<file path="src/rtl/seven_seg_scan_driver_if.sv">
// Digit/mode/alarm inputs from the clock core and the multiplexed display pins.
// The master side is the clock core; the slave side is the scan driver.
interface seven_seg_scan_driver_if #(
    parameter int unsigned DWL = 8
);
    logic [DWL-5:0] Hours_MSB;
    logic [DWL-5:0] Hours_LSB;
    logic [DWL-5:0] Minutes_MSB;
    logic [DWL-5:0] Minutes_LSB;
    logic [DWL-7:0] Mode;
    logic           ALARM;
    logic [3:0]     AN;
    logic [6:0]     SEG;
    logic           DP;

    modport master (
        output Hours_MSB, Hours_LSB, Minutes_MSB, Minutes_LSB, Mode, ALARM,
        input  AN, SEG, DP
    );

    modport slave (
        input  Hours_MSB, Hours_LSB, Minutes_MSB, Minutes_LSB, Mode, ALARM,
        output AN, SEG, DP
    );
endinterface

</file>
<file path="src/rtl/seven_seg_scan_driver.sv">
// Time-multiplexed 4-digit common-anode 7-segment driver with per-frame digit
// snapshot, anti-ghost dead time, colon blink and alarm flash.
module seven_seg_scan_driver #(
    parameter int unsigned DWL          = 8,
    parameter int unsigned REFRESH_DIV  = 49_999,
    parameter int unsigned DEAD_CYC     = 500,
    parameter int unsigned BLINK_FRAMES = 125
) (
    input  logic                    CLK,
    input  logic                    CLR_N,
    seven_seg_scan_driver_if.slave  bus
);
    localparam int unsigned DigW  = DWL - 4;
    localparam int unsigned ModeW = DWL - 6;
    localparam int unsigned RcW   = (REFRESH_DIV > 0) ? $clog2(REFRESH_DIV + 1) : 1;
    localparam int unsigned FcW   = (BLINK_FRAMES > 1) ? $clog2(BLINK_FRAMES) : 1;

    logic [RcW-1:0]        r_rc;
    logic [1:0]            r_idx;
    logic [3:0][DigW-1:0]  r_snap;
    logic [ModeW-1:0]      r_mode;
    logic [FcW-1:0]        r_fc;
    logic                  r_blink;
    logic [3:0]            r_an;
    logic [6:0]            r_seg;
    logic                  r_dp;

    logic                  w_rc_wrap;
    logic                  w_frame_end;
    logic                  w_fc_wrap;
    logic [DigW-1:0]       w_digit;
    logic [6:0]            w_dec;
    logic                  w_blank;
    logic                  w_dark;
    logic                  w_steady;
    logic [3:0]            w_an;
    logic [6:0]            w_seg;
    logic                  w_dp;

    assign w_rc_wrap   = (r_rc == RcW'(REFRESH_DIV));
    assign w_frame_end = w_rc_wrap && (r_idx == 2'd3);
    assign w_fc_wrap   = (r_fc == FcW'(BLINK_FRAMES - 1));
    assign w_digit     = r_snap[r_idx];

    always_comb begin
        w_dec = 7'h3F;
        case (w_digit[3:0])
            4'd0:    w_dec = 7'h40;
            4'd1:    w_dec = 7'h79;
            4'd2:    w_dec = 7'h24;
            4'd3:    w_dec = 7'h30;
            4'd4:    w_dec = 7'h19;
            4'd5:    w_dec = 7'h12;
            4'd6:    w_dec = 7'h02;
            4'd7:    w_dec = 7'h78;
            4'd8:    w_dec = 7'h00;
            4'd9:    w_dec = 7'h10;
            default: w_dec = 7'h3F;
        endcase
    end

    // Alarm flash reuses the colon blink phase so the whole display follows it.
    always_comb begin
        w_blank  = (32'(r_rc) < DEAD_CYC) || (bus.ALARM && !r_blink);
        w_dark   = (r_idx == 2'd3) && (r_snap[3] == '0);
        w_steady = (r_mode == ModeW'(1)) || (r_mode == ModeW'(2));
        w_an     = 4'hF;
        w_seg    = 7'h7F;
        w_dp     = 1'b1;
        if (!w_blank) begin
            if (!w_dark) begin
                w_an  = ~(4'b0001 << r_idx);
                w_seg = w_dec;
            end
            if (r_idx == 2'd2) begin
                w_dp = w_steady ? 1'b0 : ~r_blink;
            end else if ((r_idx == 2'd0) && (r_mode == ModeW'(2))) begin
                w_dp = 1'b0;
            end
        end
    end

    always_ff @(posedge CLK or negedge CLR_N) begin
        if (!CLR_N) begin
            r_rc    <= '0;
            r_idx   <= 2'd0;
            r_snap  <= '0;
            r_mode  <= '0;
            r_fc    <= '0;
            r_blink <= 1'b1;
            r_an    <= 4'hF;
            r_seg   <= 7'h7F;
            r_dp    <= 1'b1;
        end else begin
            if (w_rc_wrap) begin
                r_rc  <= '0;
                r_idx <= r_idx + 2'd1;
            end else begin
                r_rc  <= r_rc + 1'b1;
            end
            // Snapshot on the last edge of a frame so a frame never mixes old and new digits.
            if (w_frame_end) begin
                r_snap <= {bus.Hours_MSB, bus.Hours_LSB, bus.Minutes_MSB, bus.Minutes_LSB};
                r_mode <= bus.Mode;
                if (w_fc_wrap) begin
                    r_fc    <= '0;
                    r_blink <= ~r_blink;
                end else begin
                    r_fc    <= r_fc + 1'b1;
                end
            end
            r_an  <= w_an;
            r_seg <= w_seg;
            r_dp  <= w_dp;
        end
    end

    assign bus.AN  = r_an;
    assign bus.SEG = r_seg;
    assign bus.DP  = r_dp;
endmodule

</file>
<file path="src/flat_wrapper.sv">
// flat-port wrapper written by rule: the top's interface ports become plain ports
module seven_seg_scan_driver_flat 
#(
    parameter int unsigned DWL          = 8,
    parameter int unsigned REFRESH_DIV  = 49_999,
    parameter int unsigned DEAD_CYC     = 500,
    parameter int unsigned BLINK_FRAMES = 125
)
  (CLK, CLR_N, bus_Hours_MSB, bus_Hours_LSB, bus_Minutes_MSB, bus_Minutes_LSB, bus_Mode, bus_ALARM, bus_AN, bus_SEG, bus_DP);
  seven_seg_scan_driver_if #(.DWL(DWL)) bus_i ();
  input  logic CLK;
  input  logic CLR_N;
  input wire logic [$bits(bus_i.Hours_MSB)-1:0] bus_Hours_MSB;
  input wire logic [$bits(bus_i.Hours_LSB)-1:0] bus_Hours_LSB;
  input wire logic [$bits(bus_i.Minutes_MSB)-1:0] bus_Minutes_MSB;
  input wire logic [$bits(bus_i.Minutes_LSB)-1:0] bus_Minutes_LSB;
  input wire logic [$bits(bus_i.Mode)-1:0] bus_Mode;
  input wire logic [$bits(bus_i.ALARM)-1:0] bus_ALARM;
  output wire logic [$bits(bus_i.AN)-1:0] bus_AN;
  output wire logic [$bits(bus_i.SEG)-1:0] bus_SEG;
  output wire logic [$bits(bus_i.DP)-1:0] bus_DP;
  assign bus_i.Hours_MSB = bus_Hours_MSB;
  assign bus_i.Hours_LSB = bus_Hours_LSB;
  assign bus_i.Minutes_MSB = bus_Minutes_MSB;
  assign bus_i.Minutes_LSB = bus_Minutes_LSB;
  assign bus_i.Mode = bus_Mode;
  assign bus_i.ALARM = bus_ALARM;
  assign bus_AN = bus_i.AN;
  assign bus_SEG = bus_i.SEG;
  assign bus_DP = bus_i.DP;
  seven_seg_scan_driver #(.DWL(DWL), .REFRESH_DIV(REFRESH_DIV), .DEAD_CYC(DEAD_CYC), .BLINK_FRAMES(BLINK_FRAMES)) u_core (.CLK(CLK), .CLR_N(CLR_N), .bus(bus_i));
endmodule
</file>
<file path="config.mk">
export PLATFORM = sky130hd
export DESIGN_NAME = seven_seg_scan_driver_flat
export DESIGN_NICKNAME = d
export VERILOG_FILES = /design/src/rtl/seven_seg_scan_driver_if.sv /design/src/rtl/seven_seg_scan_driver.sv /design/src/flat_wrapper.sv
export SDC_FILE = /design/constraint.sdc
export NUM_CORES = 1
export LEC_CHECK = 0
export CORE_MARGIN = 1.5
export CORE_UTILIZATION = 45
export DETAILED_ROUTE_END_ITERATION = 10
export PLACE_DENSITY = 0.73
export SYNTH_ARGS = -nofsm -noshare
export SYNTH_HDL_FRONTEND = slang
export SYNTH_SLANG_ARGS = --single-unit
</file>
<file path="constraint.sdc">
create_clock -name CLK -period 5 [get_ports CLK]
set_input_delay 1 -clock CLK [delete_from_list [all_inputs] [get_ports CLK]]
set_output_delay 1 -clock CLK [all_outputs]
set_load 0.05 [all_outputs]
</file>
### Word level (Yosys, flattened, before mapping)

Memories as Yosys holds them, arrays and structs flattened.
Cells that the tools add are included.

| word-level totals | value |
|---|---|
| bits in registers | 56 |
| memory bits (read-only) | 112 |
| input port bits | 21 |
| memories | 1 |
| output and inout port bits | 12 |
| word-level logic and storage cells | 49 |

Memory list:

| memory | depth | width | rd ports | clocked after memory_dff | wr ports | line | RTL |
|---|---|---|---|---|---|---|---|
| (name not given) | 16 | 7 | 1 | 0 | 0 | seven_seg_scan_driver.sv:47 | `case (w_digit[3:0])` |

| operators by class | value |
|---|---|
| shift operators | 1 |
| reduce and logical (&&, ||, !) cells | 10 |
| $lt $le $gt $ge | 2 |
| equality and inequality tests | 6 |
| add/sub/neg operators | 3 |
| multiplexer cells | 12 |
| bitwise gates (word level) | 2 |

Operators by type and width:

| cell | count |
|---|---|
| two-way mux 7 bit | 3 |
| adder 16 x 1 -> 16 bit, second input constant | 1 |
| == test 16 bit, second input constant | 1 |
| < comparator 16 x 9 -> 1 bit, second input constant | 1 |
| two-way mux 16 bit | 1 |
| two-way mux 4 bit | 3 |
| binary-select mux 4 bit (select 2 bit) | 1 |
| adder 7 x 1 -> 7 bit, second input constant | 1 |
| == test 7 bit, second input constant | 1 |
| == test 2 bit, second input constant | 3 |
| logical AND 1 bit | 4 |
| zero test 4 bit | 1 |
| two-way mux 1 bit | 4 |
| inverter 4 bit | 1 |
| << shifter 1 x 2 -> 4 bit, first input constant | 1 |
| < comparator 2 x 3 -> 1 bit, second input constant | 1 |
| adder 2 x 1 -> 2 bit, second input constant | 1 |
| == test 2 x 1 -> 1 bit, second input constant | 1 |
| zero test 2 bit | 1 |
| logical OR 1 bit | 2 |
| AND reduction 2 bit | 1 |
| zero test 1 bit | 1 |
| inverter 1 bit | 1 |

### Longest topological paths before layout

Gate-level depths: netlist of the first run.

| depth | value |
|---|---|
| depth after elaboration | 5 |
| gate-level depth with buffers | 7 |
| gate-level depth less buffers | 6 |

### Least setup slack after synthesis of the first run

Ideal clock, no wire load.

| timing | value |
|---|---|
| path type | reg-to-reg |
| start | register u_core.r_rc[10] |
| end | register u_core.r_mode[1] |
| data arrival time | 2.067 ns |
| path buffers | 1 |
| clock period less this slack | 2.192 ns |
| stages on the path, launching flop included | 6 |
| setup slack | 2.808 ns |
| required time | 4.875 ns |
| library setup time | 0.125 ns |
| path through | dfrtp_1 -> or4_4 -> nor4_4 -> nand2_4 -> buf_6 -> mux2_4 |

| on the way | value |
|---|---|
| word-level cells in the longest chain between the ends | 2 |

Ends and longest elaborated chain:

| element | line | RTL |
|---|---|---|
| start: declaration | seven_seg_scan_driver.sv:18 | `logic [RcW-1:0] r_rc;` |
| start signal: assignment | seven_seg_scan_driver.sv:99 | `r_rc <= r_rc + 1'b1;` |
| == test 16 bit | seven_seg_scan_driver.sv:40 | `assign w_rc_wrap = (r_rc == RcW'(REFRESH_DIV));` |
| logical AND 1 bit | seven_seg_scan_driver.sv:41 | `assign w_frame_end = w_rc_wrap && (r_idx == 2'd3);` |
| end signal: assignment | seven_seg_scan_driver.sv:104 | `r_mode <= bus.Mode;` |
| end: declaration | seven_seg_scan_driver.sv:21 | `logic [ModeW-1:0] r_mode;` |

No other way between the ends.
A chain may end at the register's enable or synchronous reset.

### Worst setup path after layout of the first run

| timing | value |
|---|---|
| start | register u_core.r_an[2] (netlist: u_core.bus.AN[2]) |
| end | output bus_AN[2] |

RTL lines:

| element | line | RTL |
|---|---|---|
| start: declaration | seven_seg_scan_driver.sv:24 | `logic [3:0] r_an;` |
| start signal: assignment | seven_seg_scan_driver.sv:112 | `r_an <= w_an;` |
| end: declaration | flat_wrapper.sv:19 | `output wire logic [$bits(bus_i.AN)-1:0] bus_AN;` |

No word-level cell between the ends.

==> impl_metrics.ini, run 1 <==
[run_status]
status = completed

[logic_synthesis]
synth-simple-area-share_pct = 15.33
synth-seq-area-share_pct = 50.49
postSynthAreaPerCell_um2 = 11.95
syn_area_um2 = 2808
synth_compound_area_share_pct = 7.487
syn_inst = 235
synth-adder-area-share_pct = 6.684
ys_seq_elements = 56
synth_mux_area_share_pct = 12.88
synth_top_family_by_area = simple AND/OR/NAND/NOR gates
synth_xor_area_share_pct = 4.367
synth.net_count = 271
yosysWarnings = 0
synth_cell_types = 44

[critical_path]
critPathMaxStageDelay_ps = 790
critPathCaptureType = output pin
rrSetupSlack_ps = 2590
worstPathRequired_ps = 4000
path_class = reg -> out
critical-path-slowest-cell = clkdlybuf4s50_1
start_kind = register
crit_buf_inv = 1
crit_path_cell_trace = clkdlybuf4s50_1
critical_path.top_delay_family = buffers and inverters
critPathMaxFanout = 1
arrival_ps = 1640

[sta]
fin_hold_ws_ps = 498.6
maxSlewViolCount = 0
fin_skew_ps = 11.04
slew-limit-headroom_pct = 50.41
fmax_mhz = 378.9
period_share_pct = 52.79
min_period_ps = 2639
tns_ps = 0
setup_viol = 0
worst_slew_pin_slew_ps = 743.8
hold_violations = 0
rsz0062_at_grt = no

[floorplan]
rows = 28
ioPinCount = 33
dieArea_um2 = 6722
core_area_um2 = 5956
initial_core_util_pct = 47.14
die_h_um = 81.99
dieWidth_um = 81.99

[placement]
routabilityCongestion = 0.8480
dpl_cell_area_um2 = 3199
io_buffers = 32
dp_hpwl_um = 3554

[grt]
grt_usage_pct = 16.71
grt_first_pass_wirelength_um = 8424
grt_pass1_vias = 1819
grt_max_degree = 57
overflow = 0
antenna_found_initial = 0

[clock_tree]
cts_root_buffer = clkbuf_8
insertion_delay_ps = 310
htree_num_levels = 2
cts_tree = done
cts_buffer_depth = 2
cts_buffers = 5
cts_sinks = 56
clkTransAtPathRegs_ps = 100
cts.hold.buffers_added = 0
ctsResizeCount = 0
post_cts_buffers = 0

[power]
p_sw_uw = 178.1
leakagePower_uw = 0.001450
max-vdd-ir-drop_mv = 0.1393
p_seq_share_pct = 60.4
clkPwrFrac_pct = 33.3
p_comb_share_pct = 6.3
p_per_area_nw_per_um2 = 233.2
p_sw_share_pct = 23.18
power.internal_uw = 590.3

[route]
routed_via_density = 5.402
drt_iter0_drc = 90
wire_per_inst_um = 14.67
wirelength_um = 5077
num_vias = 1869
drc = 0
drtPass1Iterations = 4
final_antenna_net_count = 0

[layout]
area_growth_pct = 17.34
fillCellCount = 533
insertedDiodeCount = 0
drive_above_1_share_pct = 19.56
multiInputGateArea_um2 = 1313
design_area_um2 = 3294
nets = 306
regArea_um2 = 1418

[job]
drv_cap = 0

[min_path]
hold_path_class = reg -> reg
## logic make-up (layout without fill, tap and decap cells)
logic type,after synthesis,after routing
muxes,25,25
and+or+nand+nor,72,72
AOI/OAI and AO/OA,35,35
xor gates and xnor gates,14,14
adders and majority gates,15,15
DFF,56,56
buffers and inverters,18,54
## area by class of cell
cell class	count	area share, %
clock buffers	5	2.089
clock inverters	3	0.7976
inverters	12	1.367
multi-input cells	161	39.84
flip-flops and latches	56	43.03
well taps	75	2.848
repair buffers	34	10.03
## placed cells by master, fill, tap and decap left out, types with 2 or more instances in the layout
cell / netlist / routed
mux2_4: 10 / 10
nor4_1: 3 / 3
xor2_1: 7 / 7
inv_1: 12 / 12
o31ai_1: 2 / 2
o21ai_0: 14 / 14
nand4_1: 8 / 8
xnor2_1: 7 / 7
or2_2: 2 / 2
buf_4: 0 / 2
mux2_2: 9 / 9
clkbuf_8: 0 / 5
and2_1: 4 / 4
a31oi_1: 4 / 4
nand2b_1: 2 / 2
clkdlybuf4s50_1: 0 / 31
mux4_2: 4 / 4
nor3_1: 2 / 2
a21oi_1: 9 / 9
nand3_1: 11 / 11
dfstp_2: 13 / 13
and4_1: 3 / 3
clkinv_4: 0 / 2
ha_1: 15 / 15
and3_1: 6 / 6
nand2_1: 9 / 9
mux2i_1: 2 / 2
nor2_1: 12 / 12
dfrtp_1: 43 / 43
## Yosys cell counts (all sizes together)
cell,instances,area share (%)
a21oi,9,1.6
a221oi,1,0.31
a22o,1,0.31
a31oi,4,0.89
and2,4,0.89
and3,6,1.3
and4,3,0.94
buf,3,0.76
clkbuf,3,0.40
dfrtp,43,38
dfstp,13,12
ha,15,6.7
inv,12,1.6
mux2,19,9.0
mux2i,2,0.71
mux4,4,3.2
nand2,10,1.6
nand2b,2,0.45
nand3,11,2.0
nand3b,1,0.27
nand4,8,1.8
nand4b,1,0.31
nor2,12,1.6
nor2b,1,0.22
nor3,2,0.36
nor4,5,1.9
o2111a,1,0.40
o2111ai,1,0.31
o211a,1,0.36
o211ai,1,0.27
o21ai,14,2.5
o31ai,2,0.53
or2,2,0.45
or3,1,0.22
or4,2,0.67
or4bb,1,0.40
xnor2,7,2.2
xor2,7,2.2
## sequential cells by signal, indices dropped and copies added (netlist names)
register and count:
u_core.bus.SEG 7, u_core.r_mode 2, u_core.bus.AN 4, u_core.bus.DP 1, u_core.r_fc 7, u_core.r_blink 1, u_core.r_snap 16, u_core.r_idx 2
u_core.r_rc 16
## metal layers
layer	track usage, %	share of wire [%]	vias to the layer above
met3	2.667	4.2	4
met5	0	0	-
met1	23.08	48	897
met2	26.97	47	48
met4	5.085	1.1	0
li1	-	-	920
## final timing paths
| check | from | to | cells past startpoint |
|---|---|---|---|
| setup / recovery | u_core.bus.AN[2] | bus_AN[2] | 1 |
| hold / removal | u_core.r_rc[0] | u_core.r_rc[0] | 1 |
| setup reg to reg | u_core.r_rc[10] | u_core.r_snap[7] | 4 |
| hold reg to reg | u_core.r_rc[0] | u_core.r_rc[0] | 1 |
| max in group asynchronous | CLR_N | u_core.r_snap[0] | 2 |
| min in group asynchronous | CLR_N | u_core.r_rc[12] | 2 |
## through the flow
stage	util [%]	power [uW]	instances	setup WS, ps
after global placement	53.72	520.7	338	2556
after CTS	55.32	779.2	346	2342
after detailed placement	53.72	522.2	338	2493
after floorplan	-	492.0	235	2808
after global routing	55.32	802.0	346	2316
final	55.32	768.3	346	2361
## power by group through the flow
stage	Sequential [uW]	Clock [uW]	Combinational, uW
global placement	473	0	48.1
floorplan	471	0	20.7
detailed placement	473	0	49.3
global route	465	282	54.3
finish	464	256	48.3
CTS	464	265	49.4
Power figures use the tool's default switching activity.
==> run 2, diff against run 1 <==
--- a/config.mk
+++ b/config.mk
@@ -8,7 +8,7 @@
 export CORE_MARGIN = 1.5
 export CORE_UTILIZATION = 45
 export DETAILED_ROUTE_END_ITERATION = 10
-export PLACE_DENSITY = 0.73
+export PLACE_DENSITY = 0.76
 export SYNTH_ARGS = -nofsm -noshare
 export SYNTH_HDL_FRONTEND = slang
 export SYNTH_SLANG_ARGS = --single-unit
==> constraint.sdc (replaced) <==
create_clock -name CLK -period 2.25 [get_ports CLK]
set_input_delay 0.45 -clock CLK [delete_from_list [all_inputs] [get_ports CLK]]
set_output_delay 0.45 -clock CLK [all_outputs]
set_load 0.05 [all_outputs]
==> run 2 against run 1 <==
Net effect: core utilization grew 0.97 points; sequential share of layout area shrank 0.74 points; critical path depth grew 4; critical path type is now reg -> reg; clock skew grew 1.8 ps; highest routed layer unchanged; register-to-register slack lost 2400 ps; sequential cell count is the same; via count grew 2.4%; largest cell class unchanged; wire length grew 0.32%.
==> impl_metrics.ini, run 2 (synthesis gave the netlist of run 1 again) <==
[clock_tree]
htree_num_levels = 2
cts_buffer_depth = 2
cts.hold.buffers_added = 0
cts_root_buffer = clkbuf_8
cts_tree = done
insertion_delay_ps = 330
ctsResizeCount = 0
cts_buffers = 5
post_cts_buffers = 0
cts_sinks = 56
clkTransAtPathRegs_ps = 110

[layout]
insertedDiodeCount = 0
design_area_um2 = 3352
layout_commonest_cell = dfrtp_1
layout_common_cells = 43 x dfrtp_1, 31 x clkdlybuf4s50_1, 15 x ha_1
multiInputGateArea_um2 = 1313
nets = 312
drive_above_1_share_pct = 21.30
regArea_um2 = 1418
fillCellCount = 527
reg.largest.list = u_core.r_rc x16, u_core.r_snap x16
final_core_util_pct = 56.28
area_growth_pct = 19.38
finalNonFillerCells = 352

[floorplan]
ioPinCount = 33
core_area_um2 = 5956
initial_core_util_pct = 47.14
die_h_um = 81.99
dieWidth_um = 81.99
rows = 28
dieArea_um2 = 6722

[route]
drc = 0
wirelength_um = 5093
wire_per_inst_um = 14.47
num_vias = 1914
route.met2.wl_um = 2447
drtPass1Iterations = 4
drt_iter0_drc = 162
routed_via_density = 5.438
wl_met3_um = 143
top_layer_used = met4
final_antenna_net_count = 0
wl_met1_um = 2390

[placement]
routabilityCongestion = 0.8640
io_buffers = 32
dp_hpwl_um = 3817
placed_cells = 344
dpl_cell_area_um2 = 3257

[critical_path]
critPathMaxFanout = 8
path_class = reg -> reg
critPathMaxStageDelay_ps = 570
critPathCaptureType = register
critical-path-slowest-cell = or4_4
rrSetupSlack_ps = 140
crit_buf_inv = 1
arrival_ps = 2320
critical_path.top_delay_family = simple AND/OR/NAND/NOR gates
crit_path_cell_trace = or4_4 > nor4_4 > buf_4 > o2111ai_1 > mux2_2
start_kind = register
worstPathRequired_ps = 2460

[power]
p_seq_share_pct = 59.7
clkPwrFrac_pct = 33.9
p_sw_share_pct = 23.83
p_per_area_nw_per_um2 = 515.6
leakagePower_uw = 0.001487
max-vdd-ir-drop_mv = 0.3083
p_comb_share_pct = 6.4
p_total_uw = 1728
p_sw_uw = 411.8
power.internal_uw = 1316

[sta]
rsz0062_at_grt = no
setup_viol = 0
hold_violations = 0
period_share_pct = 93.73
maxSlewViolCount = 0
min_period_ps = 2109
fmax_mhz = 474.2
fin_skew_ps = 12.82
slew-limit-headroom_pct = 58.51
tns_ps = 0
worst_slew_pin_slew_ps = 622.4

[grt]
grt_pass1_vias = 1836
antenna_found_initial = 0
overflow = 0
grt_max_degree = 31
grt_first_pass_wirelength_um = 8549
grt_usage_pct = 17.22

[run_status]
status = completed

[min_path]
hold_path_class = in -> async

[job]
drv_cap = 0
[run 2: per-stage QoR]
stage / worst slack [ps] / hold slack (ps)
2_1_floorplan: 57.74 / 154.4
6_report: 141.0 / 128.2
3_5_place_dp: 151.9 / 475.4
5_1_grt: 30.03 / 168.5
3_3_place_gp: 187.9 / 467.4
4_1_cts: 130.3 / 141.3
[run 2: final timing paths]
kind	start	to	cells after the start
max	u_core.r_rc[11]	u_core.r_fc[6]	5
min in group CLK	u_core.r_fc[5]	u_core.r_fc[5]	1
max in group asynchronous	CLR_N	u_core.bus.SEG[4]	2
max reg2reg	u_core.r_rc[11]	u_core.r_fc[6]	5
min reg2reg	u_core.r_fc[5]	u_core.r_fc[5]	1
min	CLR_N	u_core.r_mode[1]	1
[run 2: metal layers]
metal,vias up,global-route usage (%)
met4,0,7.627
met2,35,27.38
met5,-,0
li1,931,-
met3,7,3.000
met1,941,23.03
[run 2: cell type report]
type	count	share of cell area (%)
Tap cell	75	2.800
Inverter	12	1.344
Sequential cell	56	42.29
Clock buffer	5	2.053
Multi-Input combinational cell	161	39.16
Clock inverter	3	0.7839
Timing Repair Buffer	40	11.57
[run 2: power by group through the flow]
| stage | sequential (uW) | combinational [uW] | clock (uW) |
|---|---|---|---|
| final | 1030 | 111 | 585 |
| after global placement | 1050 | 109 | 0 |
| after CTS | 1030 | 114 | 600 |
| after global routing | 1030 | 124 | 645 |
| after floorplan | 1050 | 46.0 | 0 |
| after detailed placement | 1050 | 113 | 0 |
